===== config.mk =====
export PLATFORM = sky130hd
export DESIGN_NAME = proc_control_unit
export DESIGN_NICKNAME = d
export VERILOG_FILES = /design/src/rtl/proc_control_unit.sv
export SDC_FILE = /design/constraint.sdc
export NUM_CORES = 1
export LEC_CHECK = 0
export ABC_CLOCK_PERIOD_IN_PS = 2160
export CORE_MARGIN = 2
export CORE_UTILIZATION = 40
export DETAILED_ROUTE_END_ITERATION = 7
export MAX_ROUTING_LAYER = met4
export PLACE_DENSITY = 0.79
export SKIP_LAST_GASP = 1
export SLEW_MARGIN = 20
export SYNTH_ARGS = -nofsm -noshare
export SYNTH_HDL_FRONTEND = slang
export SYNTH_SLANG_ARGS = --single-unit

===== constraint.sdc =====
create_clock -name Clock -period 2.16 [get_ports Clock]
set_input_delay 0.54 -clock Clock [delete_from_list [all_inputs] [get_ports Clock]]
set_output_delay 0.54 -clock Clock [all_outputs]
set_load 0.01 [all_outputs]

===== src/rtl/proc_control_unit.sv =====
// Control unit for a simple 9-bit multi-cycle processor.
// Decodes mv / mvi / add / sub from a latched instruction register and sequences
// the bus-source selects and register load enables over states T0..T3.
//
// Run/Done protocol: Run is a request that is sampled only on a fetch edge,
// which is the edge leaving T0 or the edge leaving the final (Done) cycle of an
// instruction. On a fetch edge with Run=1, DIN is captured into IR and T1 is
// entered. Run at any other edge is ignored, so a request there is neither
// queued nor able to abort the instruction in flight. Done pulses for exactly
// one cycle in the last cycle of every instruction. Because that cycle doubles
// as the T0 fetch slot, Run held high chains instructions with no idle cycle.
module proc_control_unit (
  input  logic       Clock,
  input  logic       rst,
  input  logic       Run,
  input  logic [8:0] DIN,
  output logic       R0out,
  output logic       R1out,
  output logic       R2out,
  output logic       R3out,
  output logic       R4out,
  output logic       R5out,
  output logic       R6out,
  output logic       R7out,
  output logic       Gout,
  output logic       DINout,
  output logic       R0in,
  output logic       R1in,
  output logic       R2in,
  output logic       R3in,
  output logic       R4in,
  output logic       R5in,
  output logic       R6in,
  output logic       R7in,
  output logic       Ain,
  output logic       Gin,
  output logic       AddSub,
  output logic       Done,
  output logic       Busy,
  output logic       Err,
  output logic [1:0] dbg_state
);

  typedef enum logic [1:0] {
    T0 = 2'd0,
    T1 = 2'd1,
    T2 = 2'd2,
    T3 = 2'd3
  } state_t;

  localparam logic [2:0] OP_MV  = 3'b000;
  localparam logic [2:0] OP_MVI = 3'b001;
  localparam logic [2:0] OP_ADD = 3'b010;
  localparam logic [2:0] OP_SUB = 3'b011;

  state_t     state_q, state_d;
  logic [8:0] ir_q, ir_d;

  logic [2:0] op;
  logic [2:0] rx;
  logic [2:0] ry;

  logic [7:0] r_out;
  logic [7:0] r_in;
  logic       g_out;
  logic       din_out;
  logic       a_in;
  logic       g_in;
  logic       add_sub;
  logic       done;
  logic       err;

  assign op = ir_q[8:6];
  assign rx = ir_q[5:3];
  assign ry = ir_q[2:0];

  // State and instruction register; reset abandons any instruction at once.
  always_ff @(posedge Clock or negedge rst) begin
    if (!rst) begin
      state_q <= T0;
      ir_q    <= 9'b0;
    end else begin
      state_q <= state_d;
      ir_q    <= ir_d;
    end
  end

  // Moore decode of selects/enables from state and IR only.
  always_comb begin
    r_out   = 8'b0;
    r_in    = 8'b0;
    g_out   = 1'b0;
    din_out = 1'b0;
    a_in    = 1'b0;
    g_in    = 1'b0;
    add_sub = 1'b0;
    done    = 1'b0;
    err     = 1'b0;
    case (state_q)
      T1: begin
        case (op)
          OP_MV: begin
            r_out[ry] = 1'b1;
            r_in[rx]  = 1'b1;
            done      = 1'b1;
          end
          OP_MVI: begin
            din_out   = 1'b1;
            r_in[rx]  = 1'b1;
            done      = 1'b1;
          end
          OP_ADD, OP_SUB: begin
            r_out[rx] = 1'b1;
            a_in      = 1'b1;
          end
          default: begin
            // Illegal opcode: complete immediately, touch nothing.
            done = 1'b1;
            err  = 1'b1;
          end
        endcase
      end
      T2: begin
        r_out[ry] = 1'b1;
        g_in      = 1'b1;
        add_sub   = op[0];
      end
      T3: begin
        g_out    = 1'b1;
        r_in[rx] = 1'b1;
        done     = 1'b1;
      end
      default: ;
    endcase
  end

  // Next state: fetch on T0 or on the final cycle of an instruction, else step.
  always_comb begin
    state_d = state_q;
    ir_d    = ir_q;
    if ((state_q == T0) || done) begin
      if (Run) begin
        ir_d    = DIN;
        state_d = T1;
      end else begin
        state_d = T0;
      end
    end else begin
      case (state_q)
        T1:      state_d = T2;
        T2:      state_d = T3;
        default: state_d = T0;
      endcase
    end
  end

  assign {R7out, R6out, R5out, R4out, R3out, R2out, R1out, R0out} = r_out;
  assign {R7in, R6in, R5in, R4in, R3in, R2in, R1in, R0in}         = r_in;
  assign Gout      = g_out;
  assign DINout    = din_out;
  assign Ain       = a_in;
  assign Gin       = g_in;
  assign AddSub    = add_sub;
  assign Done      = done;
  assign Err       = err;
  assign Busy      = (state_q != T0);
  assign dbg_state = state_q;

endmodule

==> reports/summary.txt <==
==================================================================================================
Startpoint type of the worst setup path                                                   register
Reg-to-reg setup timing slack                                                              0.40 ns
Number of cells on the worst reg-to-reg path                                                     8
Proportion of layout cells with a drive suffix above 1                                      0.5909
Worst hold endpoint                                                                        ir_q[6]
Worst-path cell chain                                                                 inv_2 -> ha_4 -> nor3b_4 -> buf_4 -> buf_6 -> o21bai_4 -> nor2_1 -> dlygate4sd2_1
Worst-case setup margin in the final layout                                             -0.1388 ns
Count of yosys warnings during synthesis                                                         0
Ports placed on the boundary                                                                    38
Number of clock sinks                                                                           11
Vias                                                                                           803
Period minus WS final                                                                     2.299 ns
TritonCTS Buffers                                                                                3
IR Drop Worst-Case VDD                                                                   0.8190 mV
Violations in the final reports                                                       setup timing
Syn-to-layout area delta                                                                    75.91%
Synthesized netlist cell count                                                                  74
First-pass GRT wire length                                                                 3298 um
Overall Power                                                                             1.741 mW
Overall overflow remaining after global route                                                    0
Clock transition time at the flip-flop clock pins of the worst setup and hold paths        0.07 ns
Root Driver                                                                               clkbuf_4
First DRT Iteration DRCs                                                                         9
Number of rows created at floorplan                                                             16
Commonest cells after routing, fill and taps aside                                    buf_4 (16), buf_2 (15), clkdlybuf4s50_1 (14)
Largest net degree at the start of global routing                                               12
Layout fillers                                                                                 147
Normalized max-slew margin                                                                  0.6598
Unrepaired setup endpoints after global routing                                               true
Leakage                                                                                  0.6632 nW
Post-synthesis sequential area ratio                                                        0.3487
Setup skew after layout                                                                0.007654 ns
Number of antenna violations at the first check in global routing                                0
Unique cell type count in the Yosys netlist                                                     27
RR Startpoint                                                                         dbg_state[1]
Number of buffers between clock root and the deepest sink                                        2
Pins Over Slew Limit                                                                             0
GRT Util Overall                                                                            0.1853
Clock tree from TritonCTS                                                                     done
Hold buffers post-CTS                                                                            0
Core region area                                                                        1902 sq um
Number of H-tree levels                                                                          1
Maximum operating frequency                                                              435.0 MHz
Cell count of the worst hold path                                                                1
P per Cell Area                                                                       1254 nW/um^2
Largest incremental delay on the critical path                                             0.39 ns
Die width                                                                                 48.43 um
Data arrival at the endpoint of the critical path                                          1.76 ns
Vias per cell                                                                                5.050
DIE HEIGHT                                                                                48.43 um
Tightest Hold Check Type                                                              register to register
Area of the mapped netlist                                                             789.5 sq um
Part of the cycle the worst path needs                                                       1.064
GP Congestion                                                                               0.8651
Maximum fanout along the worst path                                                              4
Area share of the largest cell type after synthesis                                         0.3487
Data required time at the worst endpoint                                                   1.62 ns
Category of the most critical setup path                                              register to output port
Drt first pass iters                                                                             4
Max Cap Viol                                                                                     0
Type of destination of the critical path                                               output port
Reg-to-reg endpoint                                                                        ir_q[7]
Number of input and output port buffers inserted                                                37
Count of antenna-violating nets left after detailed routing                                      0
Cell type with the largest total area after synthesis                                      dfrtp_1
Inserted Diodes                                                                                  0
Setup-violating endpoint count in the final report                                              16
Share of the core filled with cells in the final layout                                     0.7303
Hold_sp                                                                                    ir_q[6]
Main area contributors after synthesis                                                dfrtp_1 (35%), mux2_4 (17%), ha_1 (6.3%)
Number of nets produced by synthesis                                                            90
Clock Latency Late Sink                                                                    0.27 ns
# DRC                                                                                            0
Final Hold Viols                                                                                 0
Initial core utilization                                                                    0.4151
Synthesized area per cell                                                              10.67 sq um
Run status                                                                            complete, but fails checks
DP Wirelength                                                                              1670 um
Actual transition at the worst max-transition pin                                        0.5087 ns
Overall routed net length                                                                  2146 um
Die area                                                                                2345 sq um
Count of nets after finishing                                                                  149
Routed length per instance                                                                13.50 um
Library cell contributing the largest single delay on the critical path                    dfrtp_1
Most common library cell in the layout ignoring fill and taps                                buf_4
Number of global-route vias before repair                                                      742
Critical Path Start                                                                   dbg_state[1]
Number of storage elements in the synthesis netlist                                             11
==================================================================================================
how the worst max path moves through the flow:
stage / cells past startpoint / endpoint
after floorplan: 4 / R1out
after global placement: 7 / R2out
after detailed placement: 7 / R2out
after CTS: 7 / R2out
after global routing: 7 / R2out
final: 8 / R5in
cells in the mapped netlist:
cell      number
dfrtp_1       11
mux2_4         9
nor2_1         7
inv_1          6
o22ai_1        6
ha_1           4
nand2_1        3
nand2b_1       3
and2_1         2
nand3b_1       2
nor3_1         2
o21ai_0        2
o21bai_1       2
o32ai_1        2
a21oi_1        1
and2_4         1
and2b_2        1
nand2_8        1
nand3_1        1
nand3_2        1
nand3b_2       1
nor2b_2        1
nor3b_2        1
o211ai_4       1
or2_1          1
or2_2          1
or3b_1         1
timing repair:
item	in CTS	in global routing
endpoints found under the setup margin	23	20
pin swaps	0	8
hold endpoints to repair	0	0
setup buffers	1	2
gates resized for setup	73	32
state kept, by name (all words and copies together), names as in the netlist:
signal     flops
dbg_state      2
ir_q           9
worst max-delay path: cells and delay by family (launching register included):
kind	cells	cell delay (ns)
AOI/OAI and AO/OA	1	0.07
adders and majority gates	1	0.14
buffers and inverters	4	0.62
DFF	1	0.39
and+or+nand+nor	2	0.29
cells by family after synthesis:
kind of cell,synth area share
buf+inv,0.02852
fa+ha+maj,0.06339
simple gates,0.2536
mux,0.1712
flops,0.3486
compound gates,0.1347
cell type report:
cell class / instances / area, sq um / area share
multi-input cells: 57 / 618.1 / 0.4450
clock buffers: 4 / 26.28 / 0.01892
inverters: 6 / 22.52 / 0.01622
flip-flops and latches: 11 / 276.5 / 0.1991
repair buffers: 54 / 411.6 / 0.2964
well taps: 27 / 33.78 / 0.02432
layer usage:
layer | track usage | share of wire | wire length, um | vias up
li1 | - | - | - | 382
met3 | 0.01852 | 0.044 | 95 | 2
met1 | 0.2209 | 0.45 | 964 | 390
met2 | 0.3171 | 0.50 | 1066 | 29
met4 | 0.08571 | 0.0089 | 19 | 0
met5 | - | 0 | 0 | -
metrics by stage:
step	cell area [sq um]	cells	hold WS, ns	TNS (ns)	worst slack (ns)
detailed placement	1314	154	0.5311	-3.232	-0.2934
global placement	1314	154	0.5165	-2.234	-0.2145
global route	1389	159	0.5764	-2.274	-0.2285
floorplan	789.5	74	0.2444	0	0.09773
finish	1389	159	0.5573	-0.9965	-0.1388
CTS	1306	159	0.5493	-1.633	-0.1737
where the power goes:
group / total, mW / internal (mW) / switching [mW]
registers: 0.455 / 0.309 / 0.147
logic: 1.14 / 0.646 / 0.498
clock network: 0.141 / 0.0714 / 0.0699
No activity file was read; power rests on OpenSTA's default activity.
